===== src/rtl/mips_muldiv_if.sv =====
`default_nettype none
// ============================================================================
// Module   : mips_muldiv_if
// Purpose  : Bundles the operation request, MTHI/MTLO write path and the
//            HI/LO result bus of the MIPS multiply/divide unit.
// Revision : 1.0 - initial release
// ============================================================================
interface mips_muldiv_if #(
  parameter int WIDTH = 32
);
  logic             start;
  logic [1:0]       op;
  logic [WIDTH-1:0] operand_a;
  logic [WIDTH-1:0] operand_b;
  logic             flush;
  logic             hi_we;
  logic             lo_we;
  logic [WIDTH-1:0] wdata;
  logic             busy;
  logic             done;
  logic             div_by_zero;
  logic [WIDTH-1:0] hi;
  logic [WIDTH-1:0] lo;

  // Pipeline side: issues operations and register writes, reads results
  modport master (
    output start, op, operand_a, operand_b, flush, hi_we, lo_we, wdata,
    input  busy, done, div_by_zero, hi, lo
  );

  // Unit side
  modport slave (
    input  start, op, operand_a, operand_b, flush, hi_we, lo_we, wdata,
    output busy, done, div_by_zero, hi, lo
  );
endinterface
`default_nettype wire


===== src/rtl/mips_muldiv_unit.sv =====
`default_nettype none
// ============================================================================
// Module   : mips_muldiv_unit
// Purpose  : Iterative MIPS MULT/MULTU/DIV/DIVU unit with architectural HI/LO.
//            One shift-add or restoring-division step per cycle on operand
//            magnitudes, followed by a single sign-correction cycle, giving a
//            fixed WIDTH+1 cycle latency.
// Revision : 1.0 - initial release
// ============================================================================
module mips_muldiv_unit #(
  parameter int WIDTH = 32
) (
  input  wire logic     clk,
  input  wire logic     reset,
  mips_muldiv_if.slave  bus
);

  localparam int CW = (WIDTH > 1) ? $clog2(WIDTH) : 1;
  localparam logic [CW-1:0] C_CNT_LAST = CW'(WIDTH - 1);

  typedef enum logic [1:0] {
    S_IDLE = 2'd0,
    S_CALC = 2'd1,
    S_FIX  = 2'd2
  } state_t;

  state_t           state_q,  state_d;
  logic [CW-1:0]    cnt_q,    cnt_d;
  // Multiply: {partial product, multiplier}. Divide: {remainder, quotient}.
  logic [2*WIDTH-1:0] acc_q,  acc_d;
  // Multiplicand magnitude (multiply) or divisor magnitude (divide)
  logic [WIDTH-1:0] dvs_q,    dvs_d;
  logic [WIDTH-1:0] a_raw_q,  a_raw_d;
  logic             is_div_q, is_div_d;
  logic             neg_lo_q, neg_lo_d;   // negate product / quotient
  logic             neg_hi_q, neg_hi_d;   // negate remainder
  logic             dbz_q,    dbz_d;      // divisor was zero
  logic [WIDTH-1:0] hi_q,     hi_d;
  logic [WIDTH-1:0] lo_q,     lo_d;
  logic             done_q,   done_d;
  logic             dbzo_q,   dbzo_d;

  logic             w_signed_op;
  logic             w_div_op;
  logic [WIDTH-1:0] w_mag_a;
  logic [WIDTH-1:0] w_mag_b;
  logic [WIDTH:0]   w_mul_sum;
  logic [2*WIDTH-1:0] w_mul_next;
  logic [WIDTH:0]   w_rem_sh;
  logic [WIDTH:0]   w_trial;
  logic [2*WIDTH-1:0] w_div_next;
  logic [2*WIDTH-1:0] w_prod_fix;
  logic [WIDTH-1:0] w_quo_fix;
  logic [WIDTH-1:0] w_rem_fix;

  // Operand magnitudes and single-step datapath for multiply and divide
  always_comb begin
    w_signed_op = ~bus.op[0];
    w_div_op    = bus.op[1];
    w_mag_a     = (w_signed_op && bus.operand_a[WIDTH-1]) ?
                  (WIDTH'(0) - bus.operand_a) : bus.operand_a;
    w_mag_b     = (w_signed_op && bus.operand_b[WIDTH-1]) ?
                  (WIDTH'(0) - bus.operand_b) : bus.operand_b;

    // Shift-add: conditionally add multiplicand into the upper half, then
    // shift the whole accumulator right, consuming one multiplier bit.
    w_mul_sum  = {1'b0, acc_q[2*WIDTH-1:WIDTH]} + {1'b0, dvs_q};
    w_mul_next = acc_q[0] ? {w_mul_sum, acc_q[WIDTH-1:1]}
                          : {1'b0, acc_q[2*WIDTH-1:1]};

    // Restoring division: shift in the next dividend bit, try subtracting
    // the divisor and keep the difference only if it did not go negative.
    w_rem_sh = {acc_q[2*WIDTH-1:WIDTH], acc_q[WIDTH-1]};
    w_trial  = w_rem_sh - {1'b0, dvs_q};
    if (!w_trial[WIDTH]) begin
      w_div_next = {w_trial[WIDTH-1:0], acc_q[WIDTH-2:0], 1'b1};
    end else begin
      w_div_next = {w_rem_sh[WIDTH-1:0], acc_q[WIDTH-2:0], 1'b0};
    end

    // Sign correction applied in FIX
    w_prod_fix = neg_lo_q ? ((2*WIDTH)'(0) - acc_q) : acc_q;
    w_quo_fix  = neg_lo_q ? (WIDTH'(0) - acc_q[WIDTH-1:0]) : acc_q[WIDTH-1:0];
    w_rem_fix  = neg_hi_q ? (WIDTH'(0) - acc_q[2*WIDTH-1:WIDTH])
                          : acc_q[2*WIDTH-1:WIDTH];
  end

  // Next-state and register-update logic; flush beats everything but reset
  always_comb begin
    state_d  = state_q;
    cnt_d    = cnt_q;
    acc_d    = acc_q;
    dvs_d    = dvs_q;
    a_raw_d  = a_raw_q;
    is_div_d = is_div_q;
    neg_lo_d = neg_lo_q;
    neg_hi_d = neg_hi_q;
    dbz_d    = dbz_q;
    hi_d     = hi_q;
    lo_d     = lo_q;
    done_d   = 1'b0;
    dbzo_d   = 1'b0;

    case (state_q)
      S_IDLE: begin
        if (bus.start) begin
          // A start always suppresses a coincident MTHI/MTLO; a coincident
          // flush discards the start itself.
          if (!bus.flush) begin
            state_d  = S_CALC;
            cnt_d    = C_CNT_LAST;
            is_div_d = w_div_op;
            a_raw_d  = bus.operand_a;
            acc_d    = w_div_op ? {WIDTH'(0), w_mag_a} : {WIDTH'(0), w_mag_b};
            dvs_d    = w_div_op ? w_mag_b : w_mag_a;
            neg_lo_d = w_signed_op & (bus.operand_a[WIDTH-1] ^ bus.operand_b[WIDTH-1]);
            neg_hi_d = w_signed_op & bus.operand_a[WIDTH-1];
            dbz_d    = w_div_op & (bus.operand_b == WIDTH'(0));
          end
        end else begin
          if (bus.hi_we) hi_d = bus.wdata;
          if (bus.lo_we) lo_d = bus.wdata;
        end
      end

      S_CALC: begin
        acc_d = is_div_q ? w_div_next : w_mul_next;
        if (cnt_q == CW'(0)) begin
          state_d = S_FIX;
        end else begin
          cnt_d = cnt_q - CW'(1);
        end
      end

      S_FIX: begin
        state_d = S_IDLE;
        cnt_d   = CW'(0);
        done_d  = 1'b1;
        dbzo_d  = dbz_q;
        if (dbz_q) begin
          hi_d = a_raw_q;
          lo_d = '1;
        end else if (is_div_q) begin
          hi_d = w_rem_fix;
          lo_d = w_quo_fix;
        end else begin
          hi_d = w_prod_fix[2*WIDTH-1:WIDTH];
          lo_d = w_prod_fix[WIDTH-1:0];
        end
      end

      default: begin
        state_d = S_IDLE;
        cnt_d   = CW'(0);
      end
    endcase

    if (bus.flush && (state_q != S_IDLE)) begin
      state_d = S_IDLE;
      cnt_d   = CW'(0);
      hi_d    = hi_q;
      lo_d    = lo_q;
      done_d  = 1'b0;
      dbzo_d  = 1'b0;
    end
  end

  // State and data registers with synchronous active-low reset
  always_ff @(posedge clk) begin
    if (!reset) begin
      state_q  <= S_IDLE;
      cnt_q    <= '0;
      acc_q    <= '0;
      dvs_q    <= '0;
      a_raw_q  <= '0;
      is_div_q <= 1'b0;
      neg_lo_q <= 1'b0;
      neg_hi_q <= 1'b0;
      dbz_q    <= 1'b0;
      hi_q     <= '0;
      lo_q     <= '0;
      done_q   <= 1'b0;
      dbzo_q   <= 1'b0;
    end else begin
      state_q  <= state_d;
      cnt_q    <= cnt_d;
      acc_q    <= acc_d;
      dvs_q    <= dvs_d;
      a_raw_q  <= a_raw_d;
      is_div_q <= is_div_d;
      neg_lo_q <= neg_lo_d;
      neg_hi_q <= neg_hi_d;
      dbz_q    <= dbz_d;
      hi_q     <= hi_d;
      lo_q     <= lo_d;
      done_q   <= done_d;
      dbzo_q   <= dbzo_d;
    end
  end

  assign bus.busy        = (state_q != S_IDLE);
  assign bus.done        = done_q;
  assign bus.div_by_zero = dbzo_q;
  assign bus.hi          = hi_q;
  assign bus.lo          = lo_q;

endmodule
`default_nettype wire


===== src/flat_wrapper.sv =====
// flat-port wrapper written by rule: the top's interface ports become plain ports
module mips_muldiv_unit_flat 
#(
  parameter int WIDTH = 32
)
  (clk, reset, bus_start, bus_op, bus_operand_a, bus_operand_b, bus_flush, bus_hi_we, bus_lo_we, bus_wdata, bus_busy, bus_done, bus_div_by_zero, bus_hi, bus_lo);
  mips_muldiv_if #(.WIDTH(WIDTH)) bus_i ();
  input  wire logic clk;
  input  wire logic reset;
  input wire logic [$bits(bus_i.start)-1:0] bus_start;
  input wire logic [$bits(bus_i.op)-1:0] bus_op;
  input wire logic [$bits(bus_i.operand_a)-1:0] bus_operand_a;
  input wire logic [$bits(bus_i.operand_b)-1:0] bus_operand_b;
  input wire logic [$bits(bus_i.flush)-1:0] bus_flush;
  input wire logic [$bits(bus_i.hi_we)-1:0] bus_hi_we;
  input wire logic [$bits(bus_i.lo_we)-1:0] bus_lo_we;
  input wire logic [$bits(bus_i.wdata)-1:0] bus_wdata;
  output wire logic [$bits(bus_i.busy)-1:0] bus_busy;
  output wire logic [$bits(bus_i.done)-1:0] bus_done;
  output wire logic [$bits(bus_i.div_by_zero)-1:0] bus_div_by_zero;
  output wire logic [$bits(bus_i.hi)-1:0] bus_hi;
  output wire logic [$bits(bus_i.lo)-1:0] bus_lo;
  assign bus_i.start = bus_start;
  assign bus_i.op = bus_op;
  assign bus_i.operand_a = bus_operand_a;
  assign bus_i.operand_b = bus_operand_b;
  assign bus_i.flush = bus_flush;
  assign bus_i.hi_we = bus_hi_we;
  assign bus_i.lo_we = bus_lo_we;
  assign bus_i.wdata = bus_wdata;
  assign bus_busy = bus_i.busy;
  assign bus_done = bus_i.done;
  assign bus_div_by_zero = bus_i.div_by_zero;
  assign bus_hi = bus_i.hi;
  assign bus_lo = bus_i.lo;
  mips_muldiv_unit #(.WIDTH(WIDTH)) u_core (.clk(clk), .reset(reset), .bus(bus_i));
endmodule

===== config.mk =====
export PLATFORM = sky130hd
export DESIGN_NAME = mips_muldiv_unit_flat
export DESIGN_NICKNAME = d
export VERILOG_FILES = /design/src/rtl/mips_muldiv_if.sv /design/src/rtl/mips_muldiv_unit.sv /design/src/flat_wrapper.sv
export SDC_FILE = /design/constraint.sdc
export NUM_CORES = 1
export LEC_CHECK = 0
export CAP_MARGIN = 40
export CORE_MARGIN = 8
export CORE_UTILIZATION = 52
export CTS_BUF_LIST = sky130_fd_sc_hd__clkbuf_16
export DETAILED_ROUTE_END_ITERATION = 10
export DONT_BUFFER_PORTS = 1
export PLACE_DENSITY = 0.7
export SLEW_MARGIN = 20
export SYNTH_ARGS = -nofsm -noshare
export SYNTH_HDL_FRONTEND = slang
export SYNTH_SLANG_ARGS = --single-unit

===== constraint.sdc =====
create_clock -name clk -period 4.4 [get_ports clk]
set_input_delay 0.88 -clock clk [delete_from_list [all_inputs] [get_ports clk]]
set_output_delay 0.88 -clock clk [all_outputs]
set_load 0.005 [all_outputs]

### Yosys cells after proc, flatten, opt, wreduce, memory -nomap -nowiden

Index checks and enable logic that the tools add are counted.

| cells by class | value |
|---|---|
| equal/unequal tests | 9 |
| add/sub/neg operators | 8 |
| muxes and demuxes | 32 |
| reductions and logical operators | 17 |
| bitwise logic cells | 9 |

Operators with widths:

| operator | count |
|---|---|
| 32-bit two-way mux | 14 |
| 64-bit two-way mux | 6 |
| 32-bit one-hot mux with 2 select lines | 2 |
| 64-bit one-hot mux with 2 select lines | 1 |
| 1-bit by 32-bit subtractor with 32-bit output (first input constant) | 4 |
| 1-bit by 64-bit subtractor with 64-bit output (first input constant) | 1 |
| 32-bit by 32-bit adder with 33-bit output | 1 |
| 33-bit by 32-bit subtractor with 33-bit output | 1 |
| 32-bit logical NOT | 1 |
| 5-bit two-way mux | 3 |
| 2-bit inequality test (second input constant) | 6 |
| 3-bit AND reduction | 4 |
| 5-bit one-hot mux with 2 select lines | 1 |
| 4-bit AND reduction | 2 |
| 2-bit two-way mux | 3 |
| 2-bit nonzero test | 3 |
| 5-bit logical NOT | 1 |
| 1-bit inverter | 5 |
| 5-bit by 1-bit subtractor with 5-bit output (second input constant) | 1 |
| 2-bit one-hot mux with 2 select lines | 1 |
| 1-bit bitwise AND | 3 |
| 1-bit logical AND | 3 |
| 3-bit OR reduction | 1 |
| 2-bit by 1-bit equality test with 1-bit output (second input constant) | 1 |
| other kinds (6) | 6 |

| word-level totals | value |
|---|---|
| register bits | 205 |
| word-level logic and storage cells | 88 |
| input port bits | 104 |

### Depth between registers and ports, before layout

| logic depth | value |
|---|---|
| depth in word-level cells | 7 |
| mapped depth | 15 |
| mapped depth without buffers | 12 |

### Least setup slack after synthesis

No wires, ideal clock.

| path | value |
|---|---|
| path type | register -> register |
| start point | register u_core.acc_q[31] |
| end point | register u_core.acc_q[49] |
| cell stages (with the launch flop) | 15 |
| arrival | 3318 ps |
| path buffers | 2 |
| clock period less this slack | 3451 ps |
| setup slack | 949 ps |
| cell sequence | dfxtp_1 clkbuf_1 inv_1 ha_1 fa_1 nand2b_1 a21oi_1 o21a_1 a21oi_1 o311a_1 or3_1 clkbuf_1 mux2_2 a222oi_1 o21ai_0 |

| on the way | value |
|---|---|
| longest elaborated chain between the ends | 4 |

Ends and longest elaborated chain:

| element | line | RTL |
|---|---|---|
| start, declared | mips_muldiv_unit.sv:30 | `logic [2*WIDTH-1:0] acc_q, acc_d;` |
| start signal, assigned | mips_muldiv_unit.sv:173 | `acc_q <= '0;` |
| start signal, assigned | mips_muldiv_unit.sv:187 | `acc_q <= acc_d;` |
| 33-bit by 32-bit subtractor with 33-bit output | mips_muldiv_unit.sv:74 | `w_trial = w_rem_sh - {1'b0, dvs_q};` |
| 64-bit two-way mux | mips_muldiv_unit.sv:75 | `if (!w_trial[WIDTH]) begin` |
| 64-bit two-way mux | mips_muldiv_unit.sv:127 | `acc_d = is_div_q ? w_div_next : w_mul_next;` |
| 64-bit one-hot mux with 2 select lines | mips_muldiv_unit.sv:104 | `case (state_q)` |

Every way passes these cells.
A chain may end at the register's enable or synchronous reset.

### Final worst setup path

| path | value |
|---|---|
| start point | register u_core.acc_q[32] |
| end point | register u_core.acc_q[49] |

| on the way | value |
|---|---|
| longest elaborated chain between the ends | 4 |
| elaborated cells on any way between the ends | 6 |

Ends and longest elaborated chain:

| element | line |
|---|---|
| 33-bit by 32-bit subtractor with 33-bit output / 32-bit by 32-bit adder with 33-bit output (equally long branches) | mips_muldiv_unit.sv:74, mips_muldiv_unit.sv:67 |
| 64-bit two-way mux, on equally long branches | mips_muldiv_unit.sv:75, mips_muldiv_unit.sv:68 |
| 64-bit two-way mux * | mips_muldiv_unit.sv:127 |
| 64-bit one-hot mux with 2 select lines * | mips_muldiv_unit.sv:104 |

Mark *: on every way between the ends. The rest lies on a longest branch, timed or not.

==> results.json <==
{
  "p_clk_frac": 0.359,
  "grt-ovfl-total": 0,
  "post_cts_resize_count": 0,
  "final_cell_count_no_fill": 2622,
  "drc_errors": 0,
  "startpoint_type": "flip-flop",
  "setup_ws_ps": 595.5,
  "crit-reg2reg-launch": "u_core.acc_q[32]",
  "place_ws_ps": 707.2,
  "hold_viol_final": 0,
  "total_leakage_power_nw": 7.058,
  "gp_congestion": 1.071,
  "syn_inst": 2291,
  "irDropWorstVdd_mv": 0.2874,
  "dieHeight_um": 196.1,
  "synth_cell_types": 80,
  "cts_tree": "done",
  "h-tree-depth": 1,
  "period_minus_slack_ps": 3805,
  "dp_hpwl_mm": 52.91,
  "worstSkewPairLatency_ps": 550,
  "min_delay_worst_endpoint": "u_core.a_raw_q[24]",
  "postRouteAntennaNets": 0,
  "p_per_area_nw_per_um2": 316.6,
  "relSlewSlack": 0.4267,
  "synth.avg_cell_area_um2": 7.359,
  "dpl.cell_count": 2580,
  "hold_start": "u_core.a_raw_q[24]",
  "tns_ps": 0,
  "dieWidth_um": 196.1,
  "hold_depth": 2,
  "io_pins": 171,
  "cts-root-buf": "clkbuf_16",
  "firstDrtPassIters": 8,
  "cts.sinks": 205,
  "p_comb_frac": 0.261,
  "critPathKind": "flip-flop to flip-flop",
  "nets": 2374,
  "rows": 66,
  "cts_buffers": 24,
  "syn_nets": 2467,
  "grt_pass1_wl_mm": 102.3,
  "fin_skew_ps": 13.33,
  "status": "completed",
  "power.switching_mw": 1.989,
  "yosys-top-cells-area": "dfxtp_1 24%, nand2_1 6.9%, a21oi_1 5.5%, ha_1 5.2%, xnor2_1 4.8%",
  "synth_warnings": 0,
  "reg2reg_depth": 11,
  "finalCritPeriodShare": 0.8647,
  "insertedDiodeCount": 0,
  "worstPathArrival_ps": 4220,
  "path_clk_slew_ps": 70,
  "yosysTopAreaCell": "dfxtp_1",
  "final_layout_size_suffix_gt1_frac": 0.06323,
  "vias_per_cell": 6.780,
  "pwr-share-seq": 0.381,
  "routedWlPerCell_um": 26.01,
  "grt_antenna_before_repair": 1,
  "synth-edff-count": 0,
  "ys_ff_latch": 205,
  "grt_start_max_net_pins": 173,
  "areaGrowthSynthToFinish_pct": 6.784,
  "cp-end-kind": "flip-flop",
  "rsz0062_at_grt": "false",
  "die-area_um2": 38440,
  "r2r-end": "u_core.acc_q[49]",
  "finalMaxSlewViolations": 0,
  "post_cts_buffers": 0,
  "dr_total_vias": 17776,
  "drt-total-wl_mm": 68.20,
  "cp.required_ps": 4810,
  "finalCoreUtilization": 0.5590,
  "maxCapViolCount": 0,
  "crit_fanout": 12,
  "clock_path_buffers": 3,
  "p_int_mw": 3.711,
  "grt_pass1_vias": 16783,
  "setup-violations-final": 0,
  "start_util": 0.5235,
  "coreArea_um2": 32210,
  "io_buffers": 0,
  "postCtsHoldBufs": 0,
  "synth_ff_type": "dfxtp_1",
  "hold_class": "flip-flop to flip-flop",
  "tightest_slew_ps": 860.0,
  "holdWs_ps": 466.0,
  "fmax_mhz": 262.8,
  "synth-async-reset-ratio": 0,
  "ff2ff_setup_slack_ps": 600,
  "ys_seq_area_frac": 0.2434,
  "power.share.switching": 0.3490,
  "fillers": 3083,
  "synth_top_area_frac": 0.2434,
  "track_usage": 0.3410,
  "first_iter_violations": 2109,
  "syn_area_um2": 16860
}
==> power groups by stage <==
stage	combinational, mW	sequential, mW	clock [mW]
3_5_place_dp	1.44	2.20	0
2_1_floorplan	1.11	2.08	0
6_report	1.49	2.17	2.04
3_3_place_gp	1.43	2.19	0
4_1_cts	1.45	2.16	2.05
5_1_grt	1.61	2.17	2.13
==> synthesized netlist by cell type (9+ instances only) <==
master	instances
clkbuf_1	156
inv_1	67
or3_1	19
a21boi_0	58
a21oi_1	185
nor4_1	21
xor2_1	79
o21a_1	13
o221ai_1	31
a31oi_1	31
a311o_1	9
a21o_1	22
nand4_1	15
nand2b_1	29
dfxtp_1	205
mux2_2	11
o41ai_1	19
and3_1	20
o22ai_1	10
or4_1	14
a211oi_1	41
and2_1	26
nand3_1	40
xnor2_1	92
nand2_1	308
o211a_1	22
ha_1	70
mux2i_1	63
nor2_1	158
o211ai_1	36
o31ai_1	31
o21ai_0	158
a22o_1	13
nor2b_1	46
buf_1	18
nor3_1	38
==> area by class of cell <==
type	count	area (um^2)	share of cell area
clock buffer	24	600.6	0.03336
tap	408	510.5	0.02836
timing repair buffer	62	509.2	0.02829
clock inverter	18	191.4	0.01063
inverter	68	255.2	0.01418
multi-input combinational	1837	11830	0.6569
sequential	205	4109	0.2282
==> sequential cells by signal, indices dropped and copies added (netlist names) <==
signal,count
u_core.cnt_q,5
u_core.neg_lo_q,1
u_core.acc_q,64
u_core.bus.done,1
u_core.is_div_q,1
u_core.bus.hi,32
u_core.neg_hi_q,1
u_core.state_q,2
u_core.bus.div_by_zero,1
u_core.a_raw_q,32
u_core.dvs_q,32
u_core.dbz_q,1
u_core.bus.lo,32
==> layer usage <==
layer	vias up	share of wire	global-route usage
li1	8124	-	-
met1	8403	0.39	0.4324
met2	1006	0.44	0.5328
met3	241	0.10	0.07351
met4	2	0.066	0.1898
met5	-	0.00015	0
==> stage by stage <==
step                      instance area, um^2  power (mW)
after floorplan                         16860       3.191
after global placement                  17130       3.621
after detailed placement                17210       3.641
after CTS                               18000       5.658
after global routing                    18000       5.917
final                                   18000       5.700
==> cell usage in the layout, fill, tap and decap left out, types with 36 or more instances in the layout <==
| cell type | n |
|---|---|
| nand2_1 | 307 |
| nor2_1 | 155 |
| xor2_1 | 79 |
| nand3_1 | 40 |
| o21ai_0 | 158 |
| inv_1 | 68 |
| a21oi_1 | 185 |
| dfxtp_1 | 203 |
| xnor2_1 | 92 |
| a21boi_0 | 58 |
| a211oi_1 | 41 |
| mux2i_1 | 63 |
| ha_1 | 70 |
| nor2b_1 | 45 |
| buf_4 | 58 |
| o211ai_1 | 36 |
| nor3_1 | 37 |
==> cells by family (layout without fill, tap and decap cells) <==
family	count (synthesis)	in the layout	synth area share
and+or+nand+nor	763	763	0.2129
AOI/OAI and AO/OA	757	757	0.2988
buffers and inverters	249	172	0.05700
DFF	205	205	0.2434
xor gates and xnor gates	171	171	0.08884
muxes	74	74	0.04475
adders and majority gates	72	72	0.05433
==> critical path: stages, from the launching register on <==
cell	delay, ps
dfxtp_1	510
inv_1	210
fa_1	440
nand2b_1	190
a21oi_1	230
o21a_1	200
a21oi_1	100
o41ai_1	440
or3_1	490
mux2_2	400
a222oi_1	290
o21ai_0	140
==> worst max-delay path by stage <==
stage | from | to | slack, ps
2_1_floorplan | u_core.acc_q[31] | u_core.acc_q[49] | 950
3_3_place_gp | u_core.acc_q[31] | u_core.acc_q[49] | 820
3_5_place_dp | u_core.acc_q[32] | u_core.acc_q[49] | 710
4_1_cts | u_core.acc_q[32] | u_core.acc_q[49] | 670
5_1_grt | u_core.acc_q[32] | u_core.acc_q[49] | 410
6_report | u_core.acc_q[32] | u_core.acc_q[49] | 600
(Power assumes the default switching activity.)
